===== src/rtl/apb_pkg.sv =====
`default_nettype none
// ============================================================================
// Module      : apb_pkg
// Description : Shared types for the APB command master. This package holds
//               the bus-phase state encoding, the response error codes and
//               the error field width.
// Revision    : 1.0 - initial release
// ============================================================================
package apb_pkg;

    localparam int APB_ERR_W = 2;

    // Each state matches the APB bus phase that is visible in the same cycle.
    typedef enum logic [1:0] {
        IDLE   = 2'd0,
        SETUP  = 2'd1,
        ACCESS = 2'd2,
        RESP   = 2'd3
    } apb_state_e;

    typedef enum logic [APB_ERR_W-1:0] {
        APB_OK      = 2'd0,
        APB_SLVERR  = 2'd1,
        APB_TIMEOUT = 2'd2
    } apb_err_e;

endpackage
`default_nettype wire


===== src/rtl/apb_wait_timer.sv =====
`default_nettype none
// ============================================================================
// Module      : apb_wait_timer
// Description : Saturating counter of ACCESS cycles in which pready is low.
//               expired_o is high when the increment in the current cycle
//               reaches TIMEOUT. An abort therefore happens after exactly
//               TIMEOUT wait cycles. If TIMEOUT is 0, expired_o is tied low.
// Ports       : clk_i     - clock
//               rst_ni    - synchronous active-low reset
//               clear_i   - clear the counter (new transfer)
//               inc_i     - count one wait cycle
//               expired_o - this wait cycle is the last one allowed
// Revision    : 1.0 - initial release
// ============================================================================
module apb_wait_timer #(
    parameter int TIMEOUT = 16
) (
    input  logic clk_i,
    input  logic rst_ni,
    input  logic clear_i,
    input  logic inc_i,
    output logic expired_o
);

    generate
        if (TIMEOUT == 0) begin : g_no_timeout
            logic unused_inputs;
            assign unused_inputs = ^{clk_i, rst_ni, clear_i, inc_i};
            assign expired_o     = 1'b0;
        end else begin : g_timeout
            localparam int               CNT_W    = $clog2(TIMEOUT + 1);
            localparam logic [CNT_W-1:0] CNT_MAX  = CNT_W'(TIMEOUT);
            localparam logic [CNT_W-1:0] CNT_LAST = CNT_W'(TIMEOUT - 1);

            logic [CNT_W-1:0] cnt_q;
            logic [CNT_W-1:0] cnt_d;

            always_comb begin
                cnt_d = cnt_q;
                if (clear_i) begin
                    cnt_d = '0;
                end else if (inc_i && (cnt_q != CNT_MAX)) begin
                    cnt_d = cnt_q + 1'b1;
                end
            end

            always_ff @(posedge clk_i) begin
                if (!rst_ni) begin
                    cnt_q <= '0;
                end else begin
                    cnt_q <= cnt_d;
                end
            end

            // The counter holds the wait cycles seen before this one, so the
            // limit is reached when the current cycle is number TIMEOUT.
            assign expired_o = (cnt_q >= CNT_LAST);
        end
    endgenerate

endmodule
`default_nettype wire


===== src/rtl/apb_cmd_master.sv =====
`default_nettype none
// ============================================================================
// Module      : apb_cmd_master
// Description : APB4 master. It takes one command at a time on a valid/ready
//               request port and runs the SETUP and ACCESS phases. It returns
//               read data and status on a valid/ready response port.
//               Supported features are PSTRB, PSLVERR capture, a wait-state
//               timeout with abort, and response backpressure.
// Ports       : pclk_i, presetn_i         - clock, synchronous active-low reset
//               cmd_*                     - command request (valid/ready)
//               rsp_*                     - response (valid/ready)
//               paddr_o .. pstrb_o        - APB requester outputs
//               prdata_i, pready_i,
//               pslverr_i                 - APB completer inputs
// Revision    : 1.0 - initial release
// ============================================================================
module apb_cmd_master
    import apb_pkg::*;
#(
    parameter int ADDR_W  = 32,
    parameter int DATA_W  = 32,
    parameter int TIMEOUT = 16
) (
    input  logic                pclk_i,
    input  logic                presetn_i,
    input  logic                cmd_valid_i,
    output logic                cmd_ready_o,
    input  logic                cmd_write_i,
    input  logic [ADDR_W-1:0]   cmd_addr_i,
    input  logic [DATA_W-1:0]   cmd_wdata_i,
    input  logic [DATA_W/8-1:0] cmd_strb_i,
    output logic                rsp_valid_o,
    input  logic                rsp_ready_i,
    output logic [DATA_W-1:0]   rsp_rdata_o,
    output apb_err_e            rsp_err_o,
    output logic [ADDR_W-1:0]   paddr_o,
    output logic                psel_o,
    output logic                penable_o,
    output logic                pwrite_o,
    output logic [DATA_W-1:0]   pwdata_o,
    output logic [DATA_W/8-1:0] pstrb_o,
    input  logic [DATA_W-1:0]   prdata_i,
    input  logic                pready_i,
    input  logic                pslverr_i
);

    localparam int STRB_W = DATA_W / 8;

    apb_state_e          state_q,     state_d;
    logic                cmd_ready_q, cmd_ready_d;
    logic                rsp_valid_q, rsp_valid_d;
    logic [DATA_W-1:0]   rsp_rdata_q, rsp_rdata_d;
    apb_err_e            rsp_err_q,   rsp_err_d;
    logic [ADDR_W-1:0]   paddr_q,     paddr_d;
    logic                psel_q,      psel_d;
    logic                penable_q,   penable_d;
    logic                pwrite_q,    pwrite_d;
    logic [DATA_W-1:0]   pwdata_q,    pwdata_d;
    logic [STRB_W-1:0]   pstrb_q,     pstrb_d;

    logic cmd_accept;
    logic timer_clear;
    logic timer_inc;
    logic timer_expired;

    apb_wait_timer #(
        .TIMEOUT (TIMEOUT)
    ) u_wait_timer (
        .clk_i     (pclk_i),
        .rst_ni    (presetn_i),
        .clear_i   (timer_clear),
        .inc_i     (timer_inc),
        .expired_o (timer_expired)
    );

    // cmd_ready is a register. It stays low for one cycle after reset and
    // low in every state except IDLE.
    assign cmd_accept = (state_q == IDLE) && cmd_ready_q && cmd_valid_i;

    always_comb begin
        state_d     = state_q;
        rsp_valid_d = rsp_valid_q;
        rsp_rdata_d = rsp_rdata_q;
        rsp_err_d   = rsp_err_q;
        paddr_d     = paddr_q;
        pwrite_d    = pwrite_q;
        pwdata_d    = pwdata_q;
        pstrb_d     = pstrb_q;
        timer_clear = 1'b0;
        timer_inc   = 1'b0;

        case (state_q)
            IDLE: begin
                if (cmd_accept) begin
                    state_d     = SETUP;
                    paddr_d     = cmd_addr_i;
                    pwrite_d    = cmd_write_i;
                    pwdata_d    = cmd_wdata_i;
                    pstrb_d     = cmd_write_i ? cmd_strb_i : '0;
                    timer_clear = 1'b1;
                end
            end
            SETUP: begin
                state_d = ACCESS;
            end
            ACCESS: begin
                // Completion has priority over the timeout. This matters
                // when pready arrives in the last allowed cycle.
                if (pready_i) begin
                    state_d     = RESP;
                    rsp_valid_d = 1'b1;
                    rsp_err_d   = pslverr_i ? APB_SLVERR : APB_OK;
                    rsp_rdata_d = (!pwrite_q && !pslverr_i) ? prdata_i : '0;
                end else begin
                    timer_inc = 1'b1;
                    if (timer_expired) begin
                        state_d     = RESP;
                        rsp_valid_d = 1'b1;
                        rsp_err_d   = APB_TIMEOUT;
                        rsp_rdata_d = '0;
                    end
                end
            end
            RESP: begin
                if (rsp_ready_i) begin
                    state_d     = IDLE;
                    rsp_valid_d = 1'b0;
                end
            end
            default: begin
                state_d = IDLE;
            end
        endcase

        // Clear the write-side bus signals when the transfer ends. paddr
        // keeps its last value.
        if ((state_q == ACCESS) && (state_d == RESP)) begin
            pwrite_d = 1'b0;
            pwdata_d = '0;
            pstrb_d  = '0;
        end

        // All bus and handshake outputs are registered. They are derived
        // from the next state, so they match the phase in the same cycle.
        psel_d      = (state_d == SETUP) || (state_d == ACCESS);
        penable_d   = (state_d == ACCESS);
        cmd_ready_d = (state_d == IDLE);
    end

    always_ff @(posedge pclk_i) begin
        if (!presetn_i) begin
            state_q     <= IDLE;
            cmd_ready_q <= 1'b0;
            rsp_valid_q <= 1'b0;
            rsp_rdata_q <= '0;
            rsp_err_q   <= APB_OK;
            paddr_q     <= '0;
            psel_q      <= 1'b0;
            penable_q   <= 1'b0;
            pwrite_q    <= 1'b0;
            pwdata_q    <= '0;
            pstrb_q     <= '0;
        end else begin
            state_q     <= state_d;
            cmd_ready_q <= cmd_ready_d;
            rsp_valid_q <= rsp_valid_d;
            rsp_rdata_q <= rsp_rdata_d;
            rsp_err_q   <= rsp_err_d;
            paddr_q     <= paddr_d;
            psel_q      <= psel_d;
            penable_q   <= penable_d;
            pwrite_q    <= pwrite_d;
            pwdata_q    <= pwdata_d;
            pstrb_q     <= pstrb_d;
        end
    end

    assign cmd_ready_o = cmd_ready_q;
    assign rsp_valid_o = rsp_valid_q;
    assign rsp_rdata_o = rsp_rdata_q;
    assign rsp_err_o   = rsp_err_q;
    assign paddr_o     = paddr_q;
    assign psel_o      = psel_q;
    assign penable_o   = penable_q;
    assign pwrite_o    = pwrite_q;
    assign pwdata_o    = pwdata_q;
    assign pstrb_o     = pstrb_q;

endmodule
`default_nettype wire

===== config.mk =====
export PLATFORM = sky130hd
export DESIGN_NAME = apb_cmd_master
export DESIGN_NICKNAME = d
export VERILOG_FILES = /design/src/rtl/apb_pkg.sv /design/src/rtl/apb_wait_timer.sv /design/src/rtl/apb_cmd_master.sv
export SDC_FILE = /design/constraint.sdc
export NUM_CORES = 1
export LEC_CHECK = 0
export BUFFER_PORTS_ARGS = -buffer_cell sky130_fd_sc_hd__buf_2
export CAP_MARGIN = 25
export CORE_MARGIN = 5
export CORE_UTILIZATION = 45
export CTS_CLUSTER_SIZE = 8
export DETAILED_ROUTE_END_ITERATION = 6
export PLACE_DENSITY = 0.83
export RECOVER_POWER = 25
export SYNTH_ARGS = -nofsm -noshare
export SYNTH_HDL_FRONTEND = slang
export SYNTH_SLANG_ARGS = --single-unit
export TNS_END_PERCENT = 5

===== constraint.sdc =====
create_clock -name pclk_i -period 3.4 [get_ports pclk_i]
set_input_delay 0.68 -clock pclk_i [delete_from_list [all_inputs] [get_ports pclk_i]]
set_output_delay 0.68 -clock pclk_i [all_outputs]
set_load 0.02 [all_outputs]

==> results of run 1 <==
-- state kept, by name (all words and copies together), names as in the netlist, 2 cells and up --
signal	cells
paddr_o	32
pstrb_o	4
pwdata_o	32
rsp_err_o	2
rsp_rdata_o	32
state_q	2
u_wait_timer.g_timeout.cnt_q	5
-- worst paths after layout --
kind | end | slack, ps
max | pwdata_o[28] | 760
min | pwdata_o[24] | 420
max reg2reg | pwdata_o[28] | 760
min reg2reg | paddr_o[2] | 450
-- final cells by class --
| class | instances | area, sq um | share of cell area (%) |
|---|---|---|---|
| sequential | 114 | 2280 | 38.2 |
| multi-input combinational | 359 | 1860 | 31.2 |
| timing repair buffer | 220 | 1070 | 17.9 |
| clock buffer | 20 | 445 | 7.46 |
| tap | 129 | 161 | 2.70 |
| clock inverter | 11 | 129 | 2.16 |
| inverter | 6 | 22.5 | 0.377 |
-- power groups by stage --
| stage | sequential [uW] | combinational, uW | clock [uW] |
|---|---|---|---|
| after global placement | 1470 | 420 | 0 |
| final | 1440 | 425 | 1680 |
| after global routing | 1450 | 466 | 1800 |
| after detailed placement | 1470 | 432 | 0 |
| after floorplan | 1540 | 183 | 0 |
| after CTS | 1440 | 433 | 1720 |
-- cell usage after synthesis --
cell type,n
and2_1,4
clkinv_1,1
a21oi_1,74
nor3_1,2
nand4_1,1
or2b_1,1
buf_4,4
nor2_1,4
a31oi_1,1
inv_1,5
and3_1,1
o31a_1,1
or3_1,1
o211a_1,1
ha_1,6
dfxtp_1,114
or4bb_1,1
o21a_1,2
nor4bb_1,2
mux2i_1,32
o21ai_0,4
a21o_1,1
buf_2,12
or3b_4,1
and4bb_2,1
nand3_1,10
clkbuf_1,19
nand2_1,202
nor3b_1,1
nor2b_1,1
nand4bb_1,1
or4_1,2
a211oi_1,1
-- routing by layer --
| metal | vias up | share of wire [%] | wire length, um |
|---|---|---|---|
| li1 | 2090 | - | - |
| met1 | 1963 | 39 | 4720 |
| met2 | 160 | 53 | 6460 |
| met3 | 16 | 7.1 | 866 |
| met4 | 0 | 1.5 | 187 |
| met5 | - | 0 | 0 |
-- worst register-to-register path, delay by kind of cell, from the launching register on --
kind | cells | cell delay (ps)
fa+ha+maj | 3 | 610
buf+inv | 1 | 230
simple gates | 3 | 880
flops | 1 | 350
compound gates | 3 | 510
-- logic make-up after synthesis --
| group | count (synthesis) | synth area share, % |
|---|---|---|
| and+or+nand+nor | 236 | 22.9 |
| DFF | 114 | 53.2 |
| AOI/OAI and AO/OA | 85 | 10.4 |
| buffers and inverters | 41 | 4.29 |
| muxes | 32 | 7.47 |
| adders and majority gates | 6 | 1.75 |
-- metrics by stage --
step	setup slack (ps)	cells	cell area, sq um	power [uW]
floorplan	941	514	4290	1720
global placement	656	827	5440	1890
detailed placement	526	827	5440	1900
CTS	522	858	6010	3600
global route	547	859	5970	3710
finish	758	859	5970	3550
==> qor.yml, run 1 <==
outcome: "complete, no violations"
hold_path.class: "input pin to flip-flop"
final_core_utilization_pct: 64.4
crit_slowest_cell: "or3_1"
post_cts.repair.setup_buffers: 0
die_outline_area_sq_um: 11600
power.switching_fraction_pct: 25.6
post-route-drc-count: 0
fin_hold_ws_ps: 420
synth_net_count: 627
timing.final.crit_share_pct: 77.7
globalRouteMet2Util_pct: 36.6
drt.antenna.violating_nets: 0
final_report_max_slew_violation_count: 0
tritoncts: "built"
globalRouteOverflowTotal: 0
top_level_ports: 214
use_met3_pct: 5.10
tightestPinTransition_ps: 1310
clock_sinks: 114
maxClockFrequency_mhz: 379
worst_setup_ep_type: "flip-flop"
layout-drive-gt1-share_pct: 27.8
1st_iter_drt_viols: 277
crit_path_max_fanout: 29
vias: 4229
pwr-share-clk_pct: 47.4
clock_tree.root_cell: "clkbuf_8"
synth_area_sq_um: 4290
nFillCells: 817
hpwl_mm: 9.05
clock_skew_ps: 10.1
worst_path_most_repeated_cell: "ha_1"
cts.htree.levels: 4
start_kind: "flip-flop"
timing.critical_path.max_delay_family: "simple AND/OR/NAND/NOR gates"
grt_max_degree: 72
holdCritStartpoint: "cmd_wdata_i[24]"
worstReg2RegStart: "u_wait_timer.g_timeout.cnt_q[0]"
detail_route.vias_per_cell: 4.92
cp.depth: 10
netlist.top_cell.by_area: "dfxtp_1"
worst_ir_drop_vdd_uv: 397
setup_viol: 0
grt.met1_usage_pct: 21.8
grt_first_pass_wirelength_mm: 18.9
synthesis.instances: 514
setup_tns_ps: 0
share_comb_of_total_power_pct: 12.0
timing.slew.headroom_pct: 12.8
fin_nets: 831
grtUsageTotal_pct: 20.2
post_synth_num_cell_types: 33
ff2ff_path_depth: 10
ys.warnings.count: 0
static-leakage-power_uw: 0.00250
required_ps: 3820
ranking_of_synthesized_cells_by_area: "dfxtp_1 53%, nand2_1 18%, a21oi_1 8.6%"
critical_path_buf_inv_count: 1
postCtsHoldBufs: 0
setup_repair_after_global_routing_missed_its_margin: "no"
insertion_delay_ps: 500
yosys_register_bits: 114
min_delay_path_depth: 3
grt_antenna_before_repair: 0
routability_cong: 0.755
cts_repair_resize_count: 0
power_density_nw_per_um2: 594
die_h_um: 108
final_common_cell: "nand2_1"
drt_first_pass_iters: 5
synth_seq_area_share_pct: 53.2
crit_path_cell_trace: "ha_1 > and3_1 > ha_1 > nor3_1 > a21oi_4 > or3_1 > ha_1 > a21o_1 > buf_16 > a21oi_1"
detail_route.wl_per_cell_um: 14.2
setup.worst_path.class: "flip-flop to flip-flop"
power_report.internal_total_uw: 2640
synth_largest_type_area_fraction_pct: 53.2
hold_viol: 0
coreArea_sq_um: 9280
final_cell_mix: "202 x nand2_1, 161 x buf_2, 114 x dfxtp_1"
critical_path_origin: "u_wait_timer.g_timeout.cnt_q[0]"
port-buffer-count: 213
cts_buffer_depth: 2
post-route-min-period_ps: 2640
grt_most_used_layer: "met2"
synth_area_per_cell_sq_um: 8.34
antennaDiodeCount: 0
drv_cap: 0
pwr-share-seq_pct: 40.7
effective_utilization_at_floorplan_pct: 46.2
wl_mm: 12.2
path_clk_slew_ps: 60
cp.arrival_ps: 3060
rows: 35
power.net_switching_uw: 910
die_width_um: 108
number_of_global_route_vias_before_repair: 4158
flow.area_growth_from_synthesis_pct: 39.4
max_stage_delay_ps: 380
num_cts_buffers: 17
(Power assumes the default switching activity.)
==> inputs of run 2 (changes only) <==
--- a/config.mk
+++ b/config.mk
@@ -5,10 +5,11 @@
 export SDC_FILE = /design/constraint.sdc
 export NUM_CORES = 1
 export LEC_CHECK = 0
+export ABC_AREA = 1
 export BUFFER_PORTS_ARGS = -buffer_cell sky130_fd_sc_hd__buf_2
 export CAP_MARGIN = 25
 export CORE_MARGIN = 5
-export CORE_UTILIZATION = 45
+export CORE_UTILIZATION = 46
 export CTS_CLUSTER_SIZE = 8
 export DETAILED_ROUTE_END_ITERATION = 6
 export PLACE_DENSITY = 0.83
==> constraint.sdc (replaced) <==
create_clock -name pclk_i -period 2.65 [get_ports pclk_i]
set_input_delay 0.53 -clock pclk_i [delete_from_list [all_inputs] [get_ports pclk_i]]
set_output_delay 0.53 -clock pclk_i [all_outputs]
set_load 0.02 [all_outputs]
==> qor.yml, run 2 <==
worst_ir_drop_vdd_uv: 418  # +5.1%
num_cts_buffers: 17  # unchanged
cts_repair_resize_count: 0  # unchanged
post_dp_cell_area_sq_um: 5560  # +2.2%
insertion_delay_ps: 500  # about the same
setup_tns_ps: 0  # unchanged
min_delay_path_depth: 3  # unchanged
synth_largest_type_area_fraction_pct: 50.9  # -2.4 points
ff2ff_path_depth: 13  # +3
timing.slew.headroom_pct: 55.5  # +43 points
clock_tree.root_cell: "clkbuf_8"
holdCritStartpoint: "cmd_wdata_i[13]"
crit_slowest_cell: "dfxtp_1"
grt_first_pass_wirelength_mm: 19.3  # +2.2%
post-route-min-period_ps: 2170  # -475 ps
static-leakage-power_uw: 0.00276  # +11%
worst_path_most_repeated_cell: "nand2_1"
drt_first_pass_iters: 4  # -1
reg2reg_to: "pwdata_o[15]"
outcome: "complete, no violations"
setup.worst_path.class: "flip-flop to flip-flop"
detail_route.vias_per_cell: 4.79  # -2.6%
grtUsageTotal_pct: 20.5  # +0.28 points
final_common_cell: "nand2_1"
clock_skew_ps: 9.09  # -1.02 ps
tightestPinTransition_ps: 668  # -641 ps
effective_utilization_at_floorplan_pct: 46.6  # +0.39 points
die_h_um: 109  # +1.1%
final_report_max_slew_violation_count: 0  # unchanged
die_width_um: 109  # +1.1%
crit_path_max_fanout: 37  # +28%
setup_repair_after_global_routing_missed_its_margin: "no"
synth_area_sq_um: 4490  # +4.7%
drv_cap: 0  # unchanged
post-route-drc-count: 0  # unchanged
yosys_register_bits: 114  # unchanged
synth_net_count: 721  # +15%
worst_setup_ep_type: "flip-flop"
top_level_ports: 214  # unchanged
die_outline_area_sq_um: 11800  # +2.2%
ranking_of_synthesized_cells_by_area: "dfxtp_1 51%, nand2_1 14%, nor2_1 8.8%"
routability_cong: 0.762  # +0.95%
port-buffer-count: 213  # unchanged
start_kind: "flip-flop"
post_cts.repair.setup_buffers: 0  # unchanged
timing.final.crit_share_pct: 81.8  # +4.1 points
detail_route.wl_per_cell_um: 13.0  # -8.5%
vias: 4560  # +7.8%
cp.arrival_ps: 2570  # -490 ps
hold_path.class: "input pin to flip-flop"
final_cell_mix: "163 x nand2_1, 160 x buf_2, 114 x dfxtp_1"
required_ps: 3060  # -760 ps
crit_path_cell_trace: "ha_1 > inv_1 > nor2_1 > ha_1 > nor2_1 > nand2_2 > nand2_1 > nand2_1 > ha_1 > nand2_1 > nand2_1 > buf_4 > a21oi_1"
grt_antenna_before_repair: 0  # unchanged
fin_nets: 919  # +11%
clock_sinks: 114  # unchanged
synth_flop_cell: "dfxtp_1"
setup_viol: 0  # unchanged
1st_iter_drt_viols: 310  # +12%
tritoncts: "built"
layout-drive-gt1-share_pct: 25.2  # -2.6 points
top_count_cell_post_synth: "nand2_1"
coreArea_sq_um: 9640  # +3.8%
hold_path_end: "pwdata_o[13]"
post_synth_num_cell_types: 22  # -33%
synth_seq_area_share_pct: 50.9  # -2.4 points
worstReg2RegStart: "u_wait_timer.g_timeout.cnt_q[0]"
hold_viol: 0  # unchanged
synth_area_per_cell_sq_um: 7.38  # -11%
path_clk_slew_ps: 50  # about the same
flow.area_growth_from_synthesis_pct: 35.9
hpwl_mm: 8.60  # -4.9%
synthesis.instances: 608  # +18%
number_of_global_route_vias_before_repair: 4182  # +0.58%
antennaDiodeCount: 0  # unchanged
ys.warnings.count: 0  # unchanged
drt.antenna.violating_nets: 0  # unchanged
synth-async-reset-ratio_pct: 0  # unchanged
wl_mm: 12.4  # +1.3%
power_density_nw_per_um2: 816  # +37%
netlist_top_cells_count: "162 x nand2_1, 114 x dfxtp_1, 105 x nor2_1"
cts.htree.levels: 4  # unchanged
number_of_enable_type_register_cells_in_the_synthesized_netlist: 0  # unchanged
max_stage_delay_ps: 330  # -50 ps
nFillCells: 946  # +16%
rows: 36  # +2.9%
postCtsHoldBufs: 0  # unchanged
reg2reg_slack_ps: 480  # -270 ps
cts_buffer_depth: 2  # unchanged
post-route-cell-area_sq_um: 6100  # +2.1%
netlist.top_cell.by_area: "dfxtp_1"
grt_max_degree: 71  # -1.4%
globalRouteOverflowTotal: 0  # unchanged
maxClockFrequency_mhz: 462  # +22%
==> run 2: cell count changes after synthesis, moves of 3 or more <==
cell | before | now
nor2_1 | 4 | 105
nand2_1 | 202 | 162
mux2i_1 | 32 | 0
o21ai_0 | 4 | 33
nand3_1 | 10 | 38
inv_1 | 5 | 19
clkbuf_1 | 19 | 12
buf_2 | 12 | 18
and2_1 | 4 | 0
buf_4 | 4 | 8
inv_2 | 0 | 3
==> run 2: routing by layer <==
| layer | part of all wire (%) | global-route usage, % |
|---|---|---|
| met1 | 41 | 23.4 |
| met2 | 46 | 34.0 |
| met3 | 11 | 7.87 |
| met4 | 1.9 | 9.20 |
| met5 | 0 | 0 |
==> run 2: power by group <==
part           total (uW)  switching, uW  leakage, uW  internal, uW
Sequential           1910           66.8     0.000928          1840
Clock                2310            749     0.000290          1560
Combinational         751            501      0.00154           250
Total                4980           1320      0.00276          3660
==> run 2: through the flow <==
stage / util [%] / instances / setup slack [ps] / total power (uW) / hold slack, ps
3_5_place_dp: 57.7 / 920 / 611 / 2710 / 452
5_1_grt: 63.3 / 951 / 316 / 5200 / 260
6_report: 63.3 / 951 / 483 / 4980 / 277
3_3_place_gp: 57.7 / 920 / 682 / 2700 / 449
4_1_cts: 64.0 / 951 / 522 / 5050 / 250
2_1_floorplan: - / 608 / 661 / 2450 / 470
==> run 2: worst max path at each step <==
stage | startpoint | endpoint | slack, ps | cells after the start
floorplan | u_wait_timer.g_timeout.cnt_q[0] | pwdata_o[10] | 660 | 14
global placement | pready_i | pstrb_o[0] | 680 | 12
detailed placement | pready_i | pwdata_o[11] | 610 | 12
CTS | u_wait_timer.g_timeout.cnt_q[0] | pwdata_o[15] | 520 | 13
global route | u_wait_timer.g_timeout.cnt_q[0] | pwdata_o[15] | 320 | 13
finish | u_wait_timer.g_timeout.cnt_q[0] | pwdata_o[15] | 480 | 13
==> run 2: kinds of logic after synthesis <==
family                     Yosys count  share of synthesized area (%)
xor gates and xnor gates             1                          0.195
buffers and inverters               63                           6.80
and+or+nand+nor                    315                           28.3
AOI/OAI and AO/OA                  109                           12.2
DFF                                114                           50.9
adders and majority gates            6                           1.67
==> run 2: layout make-up <==
cell class / instances / area (sq um) / share of cell area, %
flip-flops and latches: 114 / 2280 / 37.4
multi-input cells: 431 / 1910 / 31.3
well taps: 133 / 166 / 2.73
clock buffers: 21 / 449 / 7.36
repair buffers: 220 / 1050 / 17.3
clock inverters: 10 / 158 / 2.58
inverters: 22 / 82.6 / 1.35
==> run 2: worst max-delay path, delay by kind of cell, from the launching register on <==
kind            cells  cell delay [ps]
buf+inv             2              330
flops               1              330
compound gates      1              210
fa+ha+maj           3              600
simple gates        7              590
==> inputs of run 3 (changes only) <==
==> constraint.sdc (replaced) <==
create_clock -name pclk_i -period 2.1 [get_ports pclk_i]
set_input_delay 0.42 -clock pclk_i [delete_from_list [all_inputs] [get_ports pclk_i]]
set_output_delay 0.42 -clock pclk_i [all_outputs]
set_load 0.02 [all_outputs]
==> qor.yml, run 3 (synthesis results as in run 2) <==
detail_route.wl_per_cell_um: 12.8  # -1.9%
setup_viol: 0  # unchanged
clock_tree.root_cell: "clkbuf_8"
grt_max_degree: 71  # unchanged
cts_repair_resize_count: 0  # unchanged
setup_repair_after_global_routing_missed_its_margin: "yes"
nFillCells: 918  # -3.0%
worst_setup_ep_type: "flip-flop"
cts.htree.levels: 4  # unchanged
wl_mm: 12.2  # -1.7%
drv_cap: 0  # unchanged
multi_input_comb_area_sq_um: 1930  # +0.92%
clock_sinks: 114  # unchanged
cts_buffer_depth: 2  # unchanged
drt.antenna.violating_nets: 0  # unchanged
detail_route.vias_per_cell: 4.73  # -1.5%
grtUsageTotal_pct: 19.9  # -0.55 points
power.net_switching_uw: 1710  # +30%
timing.slew.headroom_pct: 52.0  # -3.4 points
static-leakage-power_uw: 0.00278  # +0.70%
grt_antenna_before_repair: 1  # +1
final_cell_mix: "164 x buf_2, 162 x nand2_1, 114 x dfxtp_1"
rows: 36  # unchanged
fin_nets: 920  # +0.11%
outcome: "complete, no violations"
port-buffer-count: 213  # unchanged
num_cts_buffers: 17  # unchanged
tightestPinTransition_ps: 720  # +51.5 ps
hpwl_mm: 8.61  # +0.13%
globalRouteOverflowTotal: 0  # unchanged
antennaDiodeCount: 0  # unchanged
1st_iter_drt_viols: 361  # +16%
post_layout_nonfiller_instances: 953  # +0.21%
effective_utilization_at_floorplan_pct: 46.6  # unchanged
path_clk_slew_ps: 60  # about the same
final_common_cell: "buf_2"
drt_first_pass_iters: 4  # unchanged
number_of_global_route_vias_before_repair: 4082  # -2.4%
clock_skew_ps: 15.2  # +6.10 ps
min_delay_path_depth: 3  # unchanged
tritoncts: "built"
cp.arrival_ps: 2360  # -210 ps
vias: 4503  # -1.3%
postCtsHoldBufs: 0  # unchanged
maxClockFrequency_mhz: 515  # +12%
ff2ff_path_depth: 13  # unchanged
post-route-cell-area_sq_um: 6130  # +0.43%
pwr-share-clk_pct: 44.9  # -1.6 points
grt_first_pass_wirelength_mm: 18.8  # -2.6%
crit_path_max_fanout: 37  # unchanged
post_dp_cell_area_sq_um: 5610  # +0.81%
insertion_delay_ps: 500  # about the same
timing.final.crit_share_pct: 92.5  # +11 points
die_width_um: 109  # unchanged
hold_viol: 0  # unchanged
power_report.internal_total_uw: 4400  # +20%
post-route-min-period_ps: 1940  # -224 ps
power.switching_fraction_pct: 28.0  # +1.5 points
share_comb_of_total_power_pct: 15.7  # +0.6 points
final_core_utilization_pct: 63.6  # +0.27 points
die_outline_area_sq_um: 11800  # unchanged
post_cts.repair.setup_buffers: 0  # unchanged
die_h_um: 109  # unchanged
setup.worst_path.class: "flip-flop to flip-flop"
pwr-share-seq_pct: 39.4  # +1.0 points
power_density_nw_per_um2: 998  # +22%
post-route-drc-count: 0  # unchanged
required_ps: 2520  # -540 ps
post-place-cells: 921  # +0.11%
final_report_max_slew_violation_count: 0  # unchanged
fin_hold_ws_ps: 164  # -114 ps
start_kind: "flip-flop"
top_level_ports: 214  # unchanged
flow.area_growth_from_synthesis_pct: 36.5
worst_ir_drop_vdd_uv: 719  # +72%
coreArea_sq_um: 9640  # unchanged
routability_cong: 0.752  # -1.3%
hold_path.class: "input pin to flip-flop"
ff_latch_area_sq_um: 2280  # unchanged
layout-drive-gt1-share_pct: 26.6  # +1.4 points
-- run 3: changes by cell type in the layout (fill, tap and decap cells not counted), sizes merged --
cell	change
bufinv	-2
inv	+1
buf	+4
clkbuf	-4
clkinv	+3
-- run 3: area by class of cell --
| type | instances | area share (%) |
|---|---|---|
| Multi-Input combinational cell | 431 | 31.5 |
| Timing Repair Buffer | 221 | 17.8 |
| Clock buffer | 20 | 7.27 |
| Sequential cell | 114 | 37.3 |
| Clock inverter | 12 | 2.17 |
| Tap cell | 133 | 2.72 |
| Inverter | 22 | 1.35 |
-- run 3: stage by stage --
step	power, uW	setup TNS [ps]	worst slack [ps]
4_1_cts	6200	0	151
5_1_grt	6410	-56.4	-28.8
6_report	6110	0	157
3_5_place_dp	3440	0	164
2_1_floorplan	3090	0	111
3_3_place_gp	3420	0	241
-- run 3: path summary, 6_finish.rpt --
path,start,to,slack (ps)
worst min register to register,pwdata_o[28],pwdata_o[28],460
worst max register to register,u_wait_timer.g_timeout.cnt_q[0],pstrb_o[3],160
worst min-delay path,cmd_wdata_i[8],pwdata_o[8],160
worst max-delay path,u_wait_timer.g_timeout.cnt_q[0],pstrb_o[3],160
-- run 3: critical path: stages (launching register included) --
cell and delay, ps:
dfxtp_1 330, ha_1 220, inv_1 60, nor2_1 40, ha_1 170, nor2_1 130
nand2_2 70, nand2_2 90, nand2_1 90, ha_1 200, nand2_1 60, nand2_1 80
buf_12 190, a21oi_1 130
-- run 3: layer usage --
layer / vias to the layer above / wire length (um) / global-route usage [%]
met2: 179 / 5550 / 32.3
met1: 1970 / 5050 / 23.6
met5: - / 13 / 0
met4: 2 / 169 / 6.40
li1: 2338 / - / -
met3: 14 / 1400 / 9.06
-- run 3: power by group through the flow --
stage | Clock, uW | Combinational [uW] | Sequential [uW]
after floorplan | 0 | 456 | 2640
after detailed placement | 0 | 987 | 2450
after global placement | 0 | 977 | 2450
after CTS | 2800 | 988 | 2410
final | 2750 | 959 | 2410
after global routing | 2910 | 1070 | 2430
